==> src/rtl/rca_8.sv <==
// rca_8: WIDTH-bit ripple-carry adder with a registered output stage.
// A chain of full-adder cells adds A + B + cin, with the carry rippling
// from LSB to MSB. One register bank captures sum, carry-out and signed
// overflow whenever in_valid is high, and holds them otherwise.
// out_valid is a registered copy of in_valid.
module rca_8 #(
  parameter int WIDTH = 8
) (
  input  logic             clk,
  input  logic             rst_n,
  input  logic [WIDTH-1:0] A,
  input  logic [WIDTH-1:0] B,
  input  logic             cin,
  input  logic             in_valid,
  output logic [WIDTH-1:0] sum,
  output logic             cout,
  output logic             overflow,
  output logic             out_valid
);

  // Combinational result of the ripple chain
  logic [WIDTH-1:0] sum_next;
  logic             cout_next;
  logic             overflow_next;

  // Output register bank
  logic [WIDTH-1:0] sum_reg;
  logic             cout_reg;
  logic             overflow_reg;
  logic             out_valid_reg;

  // One full-adder cell per bit. Each cell owns its carry-in and carry-out
  // nets, and the next cell picks up the previous cell's carry-out. This
  // keeps the chain from being a single self-referencing vector.
  generate
    for (genvar gi = 0; gi < WIDTH; gi++) begin : g_fa
      logic c_in;
      logic c_out;

      if (gi == 0) begin : g_first
        assign c_in = cin;
      end else begin : g_rest
        assign c_in = g_fa[gi-1].c_out;
      end

      assign sum_next[gi] = A[gi] ^ B[gi] ^ c_in;
      assign c_out        = (A[gi] & B[gi]) | (A[gi] & c_in) | (B[gi] & c_in);
    end
  endgenerate

  // The carry out of the MSB cell is the unsigned carry. Signed overflow is
  // the carry into the MSB XOR the carry out of the MSB.
  assign cout_next     = g_fa[WIDTH-1].c_out;
  assign overflow_next = g_fa[WIDTH-1].c_in ^ g_fa[WIDTH-1].c_out;

  // Load the result only on a valid cycle and hold it otherwise, so the
  // operand values on idle cycles never reach the outputs. Reset clears the
  // outputs immediately and takes priority over a valid cycle.
  always_ff @(posedge clk or negedge rst_n) begin
    if (!rst_n) begin
      sum_reg       <= '0;
      cout_reg      <= 1'b0;
      overflow_reg  <= 1'b0;
      out_valid_reg <= 1'b0;
    end else begin
      out_valid_reg <= in_valid;
      if (in_valid) begin
        sum_reg      <= sum_next;
        cout_reg     <= cout_next;
        overflow_reg <= overflow_next;
      end
    end
  end

  assign sum       = sum_reg;
  assign cout      = cout_reg;
  assign overflow  = overflow_reg;
  assign out_valid = out_valid_reg;

endmodule

==> config.mk <==
export PLATFORM = sky130hd
export DESIGN_NAME = rca_8
export DESIGN_NICKNAME = d
export VERILOG_FILES = /design/src/rtl/rca_8.sv
export SDC_FILE = /design/constraint.sdc
export NUM_CORES = 1
export LEC_CHECK = 0
export BUFFER_PORTS_ARGS = -buffer_cell sky130_fd_sc_hd__buf_4
export CAP_MARGIN = 20
export CORE_MARGIN = 8
export CORE_UTILIZATION = 35
export CTS_CLUSTER_SIZE = 8
export DETAILED_ROUTE_END_ITERATION = 8
export SYNTH_ARGS = -nofsm -noshare
export SYNTH_HDL_FRONTEND = slang
export SYNTH_SLANG_ARGS = --single-unit
==> constraint.sdc <==
create_clock -name clk -period 1.1 [get_ports clk]
set_input_delay 0.11 -clock clk [delete_from_list [all_inputs] [get_ports clk]]
set_output_delay 0.11 -clock clk [all_outputs]
set_load 0.1 [all_outputs]
* Word-level counts from Yosys, hierarchy flattened
Cells that the tools add are included.
** Storage, ports and cells
- Register bits after elaboration :: 11
- Input bits :: 20
- Output and inout bits :: 11
- Logic and storage cells :: 61
** Cells by class
- Bitwise logic cells :: 57
** Operators with widths (count)
- AND 1 bit :: 24
- XOR 1 bit :: 17
- bitwise OR 1 bit :: 16

* Logic depth before layout (Yosys ltp)
- Depth in word-level cells :: 25
- Depth in mapped cells :: 13
- Depth with buffers taken out :: 13

* Least setup slack after synthesis
No wires, ideal clock.
- Path kind :: in2reg
- Start :: input A[0]
- End :: register overflow_reg (netlist: overflow)
- Stages on the path :: 13
- Path buffers :: 0
- Setup slack :: -2.245 ns
- Setup time :: 0.125 ns
- Arrival :: 3.219 ns
- Data required time :: 0.975 ns
- Cell sequence :: inv_1 fa_1 inv_1 fa_1 fa_1 fa_1 fa_1 fa_1 fa_1 inv_1 fa_1 xnor2_1 mux2_2
** On the way
- Longest elaborated chain between the ends :: 25
- Elaborated cells on any way between the ends :: 33
- Those cells by class :: 33 x bitwise
** Ends and longest elaborated chain
- from (decl) :: RTL line 11 : input logic [WIDTH-1:0] A,
- AND 1 bit :: RTL line 47 : assign c_out = (A[gi] & B[gi]) | (A[gi] & c_in) | (B[gi] & c_in);
- bitwise OR 1 bit (*) (2 in a row) :: RTL line 47
- AND 1 bit :: RTL line 47
- bitwise OR 1 bit :: RTL line 47
- bitwise OR 1 bit (*) :: RTL line 47
- AND 1 bit :: RTL line 47
- bitwise OR 1 bit :: RTL line 47
- bitwise OR 1 bit (*) :: RTL line 47
- (+7 left out)
- bitwise OR 1 bit :: RTL line 47
- bitwise OR 1 bit (*) :: RTL line 47
- AND 1 bit :: RTL line 47
- bitwise OR 1 bit :: RTL line 47
- bitwise OR 1 bit (*) :: RTL line 47
- AND 1 bit :: RTL line 47
- bitwise OR 1 bit (2 in a row) :: RTL line 47
- XOR 1 bit (*) :: RTL line 54 : assign overflow_next = g_fa[WIDTH-1].c_in ^ g_fa[WIDTH-1].c_out;
- to (signal assigned) :: RTL line 70 : overflow_reg <= overflow_next;
- to (decl) :: RTL line 29 : logic overflow_reg;
Every way passes the cells marked *; elsewhere a longest branch is shown, timed or not.
A chain may end at the register's enable or synchronous reset.

* Worst setup path in the final report
Same ends and word-level chain as after synthesis.

==> impl_metrics.env <==
export IMPL_clock_fmax_ghz=0.3346
export IMPL_cts_sinks=11
export IMPL_cts_root_buf="clkbuf_4"
export IMPL_die_h_um=58.07
export IMPL_drtAntennaViolNets=0
export IMPL_grt_usage=0.09298
export IMPL_dp_cells=89
export IMPL_violations="setup timing"
export IMPL_clock_path_buffers=2
export IMPL_synth_area_leaders="dfrtp_1 (44%), fa_1 (26%), mux2_4 (15%)"
export IMPL_wirelength_mm=1.411
export IMPL_slew_viol_final=0
export IMPL_cp_start_kind="primary input"
export IMPL_yosysWarnings=0
export IMPL_syn_area_um2=619.3
export IMPL_path_class="primary input to flip-flop"
export IMPL_hold_start="in_valid"
export IMPL_place_ws_ps=-2240
export IMPL_initial_core_util=0.3667
export IMPL_synth_edf_count=0
export IMPL_cts_buffers_inserted=3
export IMPL_synth_commonest_cells="dfrtp_1 (11), inv_1 (9), fa_1 (8)"
export IMPL_grt_pass1_vias=502
export IMPL_rows=15
export IMPL_hold_path_end="out_valid"
export IMPL_core_area_um2=1689
export IMPL_min_path_type="primary input to flip-flop"
export IMPL_drv_cap=0
export IMPL_outcome="finished with violations"
export IMPL_worst_pin_slew_ps=285.9
export IMPL_worstSkewPairLatency_ps=260
export IMPL_yosysSeqAreaShare=0.4444
export IMPL_synthFlopType="dfrtp_1"
export IMPL_synth_top_area_frac=0.4444
export IMPL_h_tree_depth=1
export IMPL_port_buffers=30
export IMPL_syn_num_nets=69
export IMPL_die_w_um=58.07
export IMPL_critical_path_arrival_ps=3140
export IMPL_grt_max_degree=13
export IMPL_firstDrtPassIters=3
export IMPL_timing_rr_start="sum[2]"
export IMPL_vias=426
export IMPL_r2r_slack_ps=320
export IMPL_clkTransAtPathRegs_ps=60
export IMPL_cp_slowest_cell="fa_2"
export IMPL_synth_most_common_cell="dfrtp_1"
export IMPL_ys_seq_elements=11
export IMPL_path_cells="buf_8 -> inv_12 -> fa_2 -> inv_2 -> fa_2 -> fa_2 -> fa_2 -> fa_2 -> fa_2 -> fa_2 -> inv_2 -> fa_2 -> xnor2_1 -> mux2_4"
export IMPL_wl_per_cell_um=14.85
export IMPL_r2r_end="sum[2]"
export IMPL_syn_inst=41
export IMPL_reg2reg_depth=1
export IMPL_critPathBufInv=4
export IMPL_crit_top_cell="fa_2"
export IMPL_die_area_um2=3372
export IMPL_nNetsFinal=107
export IMPL_crit_family="adder cells"
export IMPL_final_layout_size_suffix_gt1_frac=0.7436
export IMPL_hold_depth=1
export IMPL_finalCritPeriodShare=2.717
export IMPL_power_density_nw_per_um2=1964
export IMPL_synth_cell_types=10
export IMPL_cts_tree="yes"
export IMPL_diodes=0
export IMPL_viasPerCell=4.484
export IMPL_cpPeakStageDelay_ps=360
export IMPL_largest_reg_flops=8
export IMPL_antenna_found_initial=0
export IMPL_gr_total_overflow=0
export IMPL_end_kind="flip-flop"
export IMPL_postLayoutSetupSlackWorst_ps=-1889
export IMPL_drt_initial_drc_count=2
export IMPL_place_gp_congestion=0.6603
export IMPL_avgSynthCellArea_um2=15.11
export IMPL_grt_pass1_wl_mm=2.346
export IMPL_setup_violations=9
export IMPL_drc_errors=0
export IMPL_slew_headroom=0.8109
export IMPL_skew_ps=0
export IMPL_critPathLaunch="A[0]"
export IMPL_syn2layout_area_growth_pct=57.98
export IMPL_hpwl_mm=1.109
export IMPL_cp_max_fo=2
export IMPL_fin_crit_ps=2989
export IMPL_final_cell_count_no_fill=95
export IMPL_synth_largest_area_cell="dfrtp_1"
export IMPL_required_ps=1250
export IMPL_rsz0062_at_grt="yes"
export IMPL_synthArstFlopShare=1.000
export IMPL_ioPinCount=31
export IMPL_leakagePower_uw=0.0004838
export IMPL_finalHoldViolCount=0
export IMPL_ir_worst_vdd_mv=0.9077
-- per-stage QoR --
step                      total power, uW  setup TNS, ps  instance area, um^2    util  hold slack, ps
after floorplan                      1358         -11140                658.1       -          -185.6
after global placement               1629         -13060                908.4  0.5378          -47.02
after detailed placement             1632         -13270                908.4  0.5378          -46.78
after CTS                            1940         -10290                974.7  0.5770           84.58
after global routing                 2026         -10540                978.4  0.5793           71.42
final                                1922         -10280                978.4  0.5793           96.57
-- area by class of cell --
cell class | instances | area, um^2
multi-input cells | 20 | 326.6
inverters | 9 | 51.30
well taps | 17 | 21.27
repair buffers | 34 | 276.5
fillers | 148 | 710.7
flip-flops and latches | 11 | 276.5
clock buffers | 4 | 26.28
-- cells in the final DEF (no fill, tap or decap), drive strengths merged --
cell and count:
a21oi 1, buf 33, clkbuf 4, dfrtp 11
dlygate4sd3 1, fa 8, inv 9, mux2 7
mux2i 2, nor2 1, xnor2 1
-- repair_timing --
item | in CTS | in global routing
setup endpoints to repair | 9 | 9
buffers inserted | 1 | 1
pin swaps | 1 | 0
hold endpoints to repair | 11 | 0
gates cloned | 0 | 0
hold buffers | 1 | 0
gates resized for setup | 6 | 1
-- metal layers --
layer / routed length (um) / track usage / share of wire / up-vias
li1: - / - / - / 198
met1: 554 / 0.1039 / 0.39 / 213
met2: 751 / 0.1449 / 0.53 / 15
met3: 105 / 0.05298 / 0.074 / 0
met4: 0 / 0.03147 / 0 / 0
met5: 0 / 0 / 0 / -
-- worst max path at each step --
stage,to,slack [ps],cells after the start
global placement,sum[7],-2190,13
finish,overflow,-1890,14
CTS,overflow,-1900,14
global route,overflow,-1940,14
detailed placement,overflow,-2240,14
floorplan,sum[7],-1970,12
-- cells by family after synthesis --
| family | Yosys count | synth area share |
|---|---|---|
| flip-flops | 11 | 0.4444 |
| AND/OR/NAND/NOR | 1 | 0.006055 |
| adder cells (fa/ha/maj) | 8 | 0.2586 |
| XOR/XNOR | 1 | 0.01414 |
| multiplexers | 9 | 0.1960 |
| AO/OA/AOI/OAI | 1 | 0.008073 |
| buffers and inverters | 10 | 0.07272 |
-- where the power goes --
group / internal [uW] / switching (uW) / total, uW
sequential: 490 / 50.0 / 540
clock: 140 / 130 / 270
combinational: 320 / 791 / 1110
(Power assumes the default switching activity.)
